==> src/rtl/punc_mem_bridge_pkg.sv <==
// Shared definitions for the PUnC memory bridge:
// FSM state encoding and default parameter values.
package punc_mem_defs;

  typedef enum logic [1:0] {
    IDLE   = 2'd0,
    REQ    = 2'd1,
    WAIT_R = 2'd2,
    DONE   = 2'd3
  } state_t;

  localparam int          TIMEOUT_DEF  = 255;
  localparam logic [15:0] ERR_DATA_DEF = 16'h0000;
  localparam int          CNT_W        = 10;

endpackage

==> src/rtl/punc_mem_bridge.sv <==
// Bridges the single-cycle PUnC datapath memory port onto a
// req/gnt/rvalid memory, stalling the core for the access.
module punc_mem_bridge
  import punc_mem_defs::*;
#(
  parameter int                ADDR_W   = 16,
  parameter int                DATA_W   = 16,
  parameter int                TIMEOUT  = TIMEOUT_DEF,
  parameter logic [DATA_W-1:0] ERR_DATA = ERR_DATA_DEF
) (
  input  logic              clk,
  input  logic              rst,
  input  logic              core_r_req,
  input  logic [ADDR_W-1:0] core_r_addr,
  input  logic              core_w_en,
  input  logic [ADDR_W-1:0] core_w_addr,
  input  logic [DATA_W-1:0] core_w_data,
  output logic [DATA_W-1:0] core_r_data,
  output logic              core_stall,
  output logic              mem_req,
  output logic              mem_we,
  output logic [ADDR_W-1:0] mem_addr,
  output logic [DATA_W-1:0] mem_wdata,
  input  logic              mem_gnt,
  input  logic              mem_rvalid,
  input  logic [DATA_W-1:0] mem_rdata,
  output logic              err
);

  localparam logic [CNT_W-1:0] TO_L = CNT_W'(TIMEOUT);
  localparam logic [CNT_W-1:0] ONE  = CNT_W'(1);

  state_t            r_state;
  state_t            w_state_nxt;
  logic              r_req;
  logic              r_we;
  logic              r_err;
  logic [ADDR_W-1:0] r_addr;
  logic [DATA_W-1:0] r_wdata;
  logic [DATA_W-1:0] r_rdata;
  logic [CNT_W-1:0]  r_cnt;
  logic [CNT_W-1:0]  w_cnt_nxt;
  logic              w_busy;
  logic              w_hit;
  logic              w_spent;
  logic              w_cap_w;
  logic              w_cap_r;
  logic              w_gnt;
  logic              w_rd_done;
  logic              w_tout;

  assign w_busy    = (r_state == REQ) || (r_state == WAIT_R);
  assign w_cnt_nxt = r_cnt + ONE;
  assign w_hit     = (w_cnt_nxt == TO_L);
  // A grant in the last budget cycle leaves nothing for the read data.
  assign w_spent   = (r_cnt == TO_L);

  always_comb begin
    w_state_nxt = r_state;
    w_cap_w     = 1'b0;
    w_cap_r     = 1'b0;
    w_gnt       = 1'b0;
    w_rd_done   = 1'b0;
    w_tout      = 1'b0;
    unique case (r_state)
      IDLE: begin
        if (core_w_en) begin
          w_cap_w     = 1'b1;
          w_state_nxt = REQ;
        end else if (core_r_req) begin
          w_cap_r     = 1'b1;
          w_state_nxt = REQ;
        end
      end
      REQ: begin
        if (mem_gnt) begin
          w_gnt       = 1'b1;
          w_state_nxt = r_we ? DONE : WAIT_R;
        end else if (w_hit) begin
          w_tout      = 1'b1;
          w_state_nxt = DONE;
        end
      end
      WAIT_R: begin
        if (w_spent) begin
          w_tout      = 1'b1;
          w_state_nxt = DONE;
        end else if (mem_rvalid) begin
          w_rd_done   = 1'b1;
          w_state_nxt = DONE;
        end else if (w_hit) begin
          w_tout      = 1'b1;
          w_state_nxt = DONE;
        end
      end
      DONE: w_state_nxt = IDLE;
    endcase
  end

  always_ff @(posedge clk) begin
    if (rst) r_state <= IDLE;
    else     r_state <= w_state_nxt;
  end

  always_ff @(posedge clk) begin
    if (rst) begin
      r_req   <= 1'b0;
      r_we    <= 1'b0;
      r_err   <= 1'b0;
      r_addr  <= '0;
      r_wdata <= '0;
      r_rdata <= '0;
      r_cnt   <= '0;
    end else begin
      if (w_cap_w) begin
        r_req   <= 1'b1;
        r_we    <= 1'b1;
        r_addr  <= core_w_addr;
        r_wdata <= core_w_data;
        r_cnt   <= '0;
      end else if (w_cap_r) begin
        r_req  <= 1'b1;
        r_we   <= 1'b0;
        r_addr <= core_r_addr;
        r_cnt  <= '0;
      end else if (w_busy && !w_spent) begin
        r_cnt <= w_cnt_nxt;
      end
      if (w_gnt) r_req <= 1'b0;
      if (w_rd_done) r_rdata <= mem_rdata;
      if (w_tout) begin
        r_err <= 1'b1;
        r_req <= 1'b0;
        if (!r_we) r_rdata <= ERR_DATA;
      end
    end
  end

  assign core_stall  = ((r_state == IDLE) && (core_r_req || core_w_en))
                     || w_busy;
  assign core_r_data = r_rdata;
  assign mem_req     = r_req;
  assign mem_we      = r_we;
  assign mem_addr    = r_addr;
  assign mem_wdata   = r_wdata;
  assign err         = r_err;

endmodule

==> config.mk <==
export PLATFORM = sky130hd
export DESIGN_NAME = punc_mem_bridge
export DESIGN_NICKNAME = d
export VERILOG_FILES = /design/src/rtl/punc_mem_bridge_pkg.sv /design/src/rtl/punc_mem_bridge.sv
export SDC_FILE = /design/constraint.sdc
export NUM_CORES = 1
export LEC_CHECK = 0
export ABC_CLOCK_PERIOD_IN_PS = 2420
export BUFFER_PORTS_ARGS = -buffer_cell sky130_fd_sc_hd__clkbuf_2
export CAP_MARGIN = 15
export CORE_MARGIN = 5
export CORE_UTILIZATION = 47
export DETAILED_ROUTE_END_ITERATION = 8
export PLACE_DENSITY = 0.79
export SYNTH_ARGS = -nofsm -noshare
export SYNTH_HDL_FRONTEND = slang
export SYNTH_SLANG_ARGS = --single-unit
==> constraint.sdc <==
create_clock -name clk -period 2.42 [get_ports clk]
set_input_delay 0.121 -clock clk [delete_from_list [all_inputs] [get_ports clk]]
set_output_delay 0.121 -clock clk [all_outputs]
set_load 0.1 [all_outputs]
**Word-level counts from Yosys, hierarchy flattened**

Cells that the tools add are included.

- Eq/ne operators: 6
- Add/sub/neg operators: 1
- Bitwise gates (word level): 0
- Shift-type cells: 0
- $lt $le $gt $ge: 0
- Multiply operators: 0
- Mux-type cells: 32
- Reductions and logical operators: 10
- Divide/modulo/power cells: 0

Operators with widths:

| operator | count |
|---|---|
| 16-bit 2-to-1 mux | 5 |
| 10-bit by 8-bit == test with 1-bit output, second input constant | 2 |
| 1-bit 2-to-1 mux | 19 |
| 2-bit 2-to-1 mux | 6 |
| 10-bit by 1-bit adder with 10-bit output, second input constant | 1 |
| 2-bit case mux with 4 select lines | 1 |
| 3-bit OR reduction | 2 |
| 2-bit == test, second input constant | 2 |
| 1-bit logical OR | 3 |
| 3-bit != test, second input constant | 1 |
| 2-bit by 1-bit == test with 1-bit output, second input constant | 1 |
| 1-bit logical AND | 2 |
| 2-bit zero test | 1 |
| 1-bit case mux with 2 select lines | 1 |
| 2-bit nonzero test | 1 |
| 1-bit zero test | 1 |

- Register bits: 63
- Latch bits: 0
- Logic and storage cells: 57
- ROM bits: 0
- Memories: 0
- Output and inout port bits: 52
- Bits in writable memories: 0

**Longest topological paths before layout**

- Depth in word-level cells: 7
- Depth in mapped cells: 8

**Worst setup path after synthesis**

Ideal clock, no wire load.

- Path kind: register to register
- Start point: reg r_cnt[1]
- End point: reg r_rdata[8], in the netlist core_r_data[8]
- Path slack: 303 ps
- Data required time: 2298 ps
- Arrival time: 1995 ps
- Cell stages (with the launch flop): 9
- Period minus slack after synthesis: 2117 ps
- Cell sequence: dfxtp_1 -> ha_1 -> or3b_4 -> or3_1 -> buf_6 -> nand3_4 -> buf_12 -> mux2i_1 -> nor3_2

- Cells in the longest elaborated chain, start to end: 7
- Elaborated cells on any way between the ends: 13
- Those cells by class: 1 x add/sub; 2 x eq/ne; 10 x mux

RTL lines:

| what | RTL line | text |
|---|---|---|
| from (decl) | punc_mem_bridge.sv:41 | `logic [CNT_W-1:0] r_cnt;` |
| from (signal assigned) | punc_mem_bridge.sv:127 | `r_cnt <= w_cnt_nxt;` |
| 10-bit by 1-bit adder with 10-bit output | punc_mem_bridge.sv:53 | `assign w_cnt_nxt = r_cnt + ONE;` |
| 10-bit by 8-bit == test with 1-bit output | punc_mem_bridge.sv:54 | `assign w_hit = (w_cnt_nxt == TO_L);` |
| 1-bit 2-to-1 mux | punc_mem_bridge.sv:79, punc_mem_bridge.sv:91 |  |
| 1-bit 2-to-1 mux | punc_mem_bridge.sv:88 | `end else if (mem_rvalid) begin` |
| 1-bit 2-to-1 mux | punc_mem_bridge.sv:85 | `if (w_spent) begin` |
| 1-bit case mux with 2 select lines | punc_mem_bridge.sv:65 | `unique case (r_state)` |
| 16-bit 2-to-1 mux (*) | punc_mem_bridge.sv:131 | `if (w_tout) begin` |
| to (signal assigned) | punc_mem_bridge.sv:130 | `if (w_rd_done) r_rdata <= mem_rdata;` |
| to (decl) | punc_mem_bridge.sv:40 | `logic [DATA_W-1:0] r_rdata;` |

Mark *: on every way between the ends. The rest lies on a longest branch, timed or not.
A chain may end at the register's enable or synchronous reset.

**Worst setup path in the final report**

- Start point: reg r_cnt[1]
- End point: reg r_rdata[5], in the netlist core_r_data[5]

The elaborated chain is that of the path after synthesis.

==> flow_summary.yaml <==
clock_network:
  cts.sinks: 63
  cts_resized: 0
  clock_latency_ns: 0.34
  ctsLongestPathBuffers: 2
  h-tree-depth: 3
  cts_setup_buffers: 0
  clockRootBuffer: "clkbuf_8"
  cts_tree: "yes"
  ctsHoldBuffers: 11
  cts.clk_slew.worst_paths_ns: 0.07
  cts_buffers: 9
critical_path:
  critPathKind: "register to register"
  cp.required_ns: 2.64
  critical-path-slowest-cell: "or3b_4"
  crit_fanout: 16
  crit_path_end_kind: "register"
  cp_top_family: "simple AND/OR/NAND/NOR gates"
  worst_path_largest_cell_delay_ns: 0.43
  arrival_ns: 2.49
  cpMostUsedCell: "buf_4"
  cp-start-kind: "register"
  cp.buffers_inverters: 2
  worstPathCellList: "ha_1, or3b_4, or3_1, buf_4, a21oi_4, buf_4, nor3_1"
finish:
  post-route-util_pct: 64.8
  nNetsFinal: 526
  drive_gt1_share_pct: 35.4
  fill_cells: 500
  seqCellArea_um2: 1260
  diodes: 0
  area_delta_synth_final_pct: 35.2
  multi_input_area_um2: 1420
synthesis:
  ys_warn_count: 0
  ys_ff_latch: 63
  synth_cells: 321
  synth_nets: 397
  yosys-top-cells-area: "dfxtp_1 (45%), nand2_1 (8.9%), mux2i_1 (5.7%), a311oi_1 (5.3%), nor2_1 (4.1%)"
  synth_area_um2: 2820
  synth_edf_count: 0
  yosysSeqAreaShare_pct: 44.7
  yosys-top-cells-count: "nand2_1 (67), dfxtp_1 (63), nor2_1 (31)"
  synth_largest_area_cell: "dfxtp_1"
  synthArstFlopShare_pct: 0
  syn_avg_cell_area_um2: 8.79
  synth_cell_types: 43
  synth_most_common_cell: "nand2_1"
  synth_top_area_share_pct: 44.7
  synth-main-ff-cell: "dfxtp_1"
grt:
  grt_pass1_wl_mm: 11.9
  grt_pass1_vias: 2630
  antenna_found_initial: 0
  grt_max_degree: 33
  grtUsageTotal_pct: 19.6
  overflow: 0
timing:
  finalCritPeriodShare_pct: 94.1
  max_freq_ghz: 0.439
  max_slew_margin_pct: 62.9
  tightest_slew_ns: 0.559
  setup_viol: 0
  finalSetupTns_ns: 0
  finalWorstSetupSlack_ns: 0.144
  grt_setup_unrepaired: "no"
  layout_min_cycle_time_ns: 2.28
  finalHoldViolations: 0
  drv_slew: 0
  clock-skew-final_ns: 0.00670
power:
  combPwrFrac_pct: 52.8
  seq_power_share_pct: 27.4
  switching_power_mw: 2.60
  powerDensity_nw_per_um2: 1310
  p_int_mw: 2.38
  switching_share_pct: 52.2
  clockPowerShare_pct: 19.7
  leakagePower_nw: 1.85
  ir_drop_v: 0.00103
placed_design:
  place.gp.congestion: 0.915
  port_buffers: 121
  dpl.hpwl_mm: 5.29
  place_ws_ns: 0.192
routing:
  drtIter0Drc: 112
  dr.pass1.iters: 4
  avgViaCountPerCell: 5.05
  vias: 2677
  drc: 0
  wirelength_mm: 7.45
  avgRoutedWirePerCell_um: 14.0
  drtAntennaViolNets: 0
floorplanning:
  die_x_um: 87.5
  die_y_um: 87.5
  core_um2: 5890
  rows: 28
  ios: 122
  start_util_pct: 47.9
  die_area_um2: 7650
run_status:
  outcome: "finished clean"
min_path:
  hp-class: "input port to register"
job:
  maxCapViolCount: 0
## power by group through the flow
stage	Clock (mW)	Sequential [mW]	Combinational, mW
finish	0.982	1.37	2.63
global route	1.05	1.39	2.78
CTS	1.00	1.37	2.64
detailed placement	0	1.39	2.62
global placement	0	1.38	2.59
floorplan	0	2.67	0.856
## flip-flops by register name, summed over array words and instances, names as in the netlist
signal	cells
mem_addr	16
r_state	2
mem_req	1
mem_we	1
r_cnt	10
mem_wdata	16
core_r_data	16
err	1
## cells by family after synthesis
kind of cell	synth area share [%]
flops	44.7
compound gates	14.5
mux	5.68
simple gates	24.4
buf+inv	4.97
fa+ha+maj	2.66
xor+xnor	3.10
## layout by cell type (no fill, tap or decap), types with 5 or more instances in the layout
cell type / Yosys / final
buf_4: 1 / 7
ha_1: 6 / 6
clkbuf_8: 0 / 9
nor2_1: 31 / 31
xor2_1: 5 / 5
dfxtp_1: 63 / 63
a21oi_1: 21 / 21
nor3_2: 10 / 10
clkbuf_2: 0 / 120
inv_1: 6 / 6
nor3_1: 10 / 10
nand2_1: 67 / 67
dlygate4sd3_1: 0 / 11
a311oi_1: 17 / 17
xnor2_1: 5 / 5
mux2i_1: 16 / 16
## worst paths after layout
kind | from | to | slack [ns] | depth (start not counted)
min | core_w_data[11] | mem_wdata[11] | 0.01 | 3
max | r_cnt[1] | core_r_data[5] | 0.14 | 7
max reg2reg | r_cnt[1] | core_r_data[5] | 0.14 | 7
min reg2reg | mem_wdata[12] | mem_wdata[12] | 0.45 | 2
## worst reg2reg max path, cell delays in order, from the launching register on
cell     delay, ns
dfxtp_1       0.39
ha_1          0.29
or3b_4        0.43
or3_1         0.39
buf_4         0.20
a21oi_4       0.11
buf_4         0.25
nor3_1        0.10
## metal layers
| layer | track usage (%) | vias up | wire length, um |
|---|---|---|---|
| li1 | - | 1373 | - |
| met1 | 22.6 | 1194 | 3090 |
| met2 | 32.7 | 98 | 3550 |
| met3 | 6.15 | 12 | 654 |
| met4 | 9.07 | 0 | 150 |
| met5 | 0 | - | 0 |
## metrics by stage
stage / area [um2] / hold WS (ns) / total power, mW / instances
CTS: 3810 / 0.000172 / 5.01 / 530
global placement: 3490 / 0.344 / 3.97 / 503
floorplan: 2820 / 0.257 / 3.53 / 321
finish: 3810 / 0.0110 / 4.98 / 530
detailed placement: 3490 / 0.353 / 4.01 / 503
global route: 3810 / 0.0160 / 5.22 / 530
## area by class of cell
| cell class | instances | area share [%] |
|---|---|---|
| Clock buffer | 10 | 3.35 |
| Clock inverter | 6 | 2.23 |
| Inverter | 6 | 0.591 |
| Multi-Input combinational cell | 230 | 37.2 |
| Sequential cell | 63 | 33.1 |
| Tap cell | 75 | 2.46 |
| Timing Repair Buffer | 140 | 21.1 |
Power figures use the tool's default switching activity.
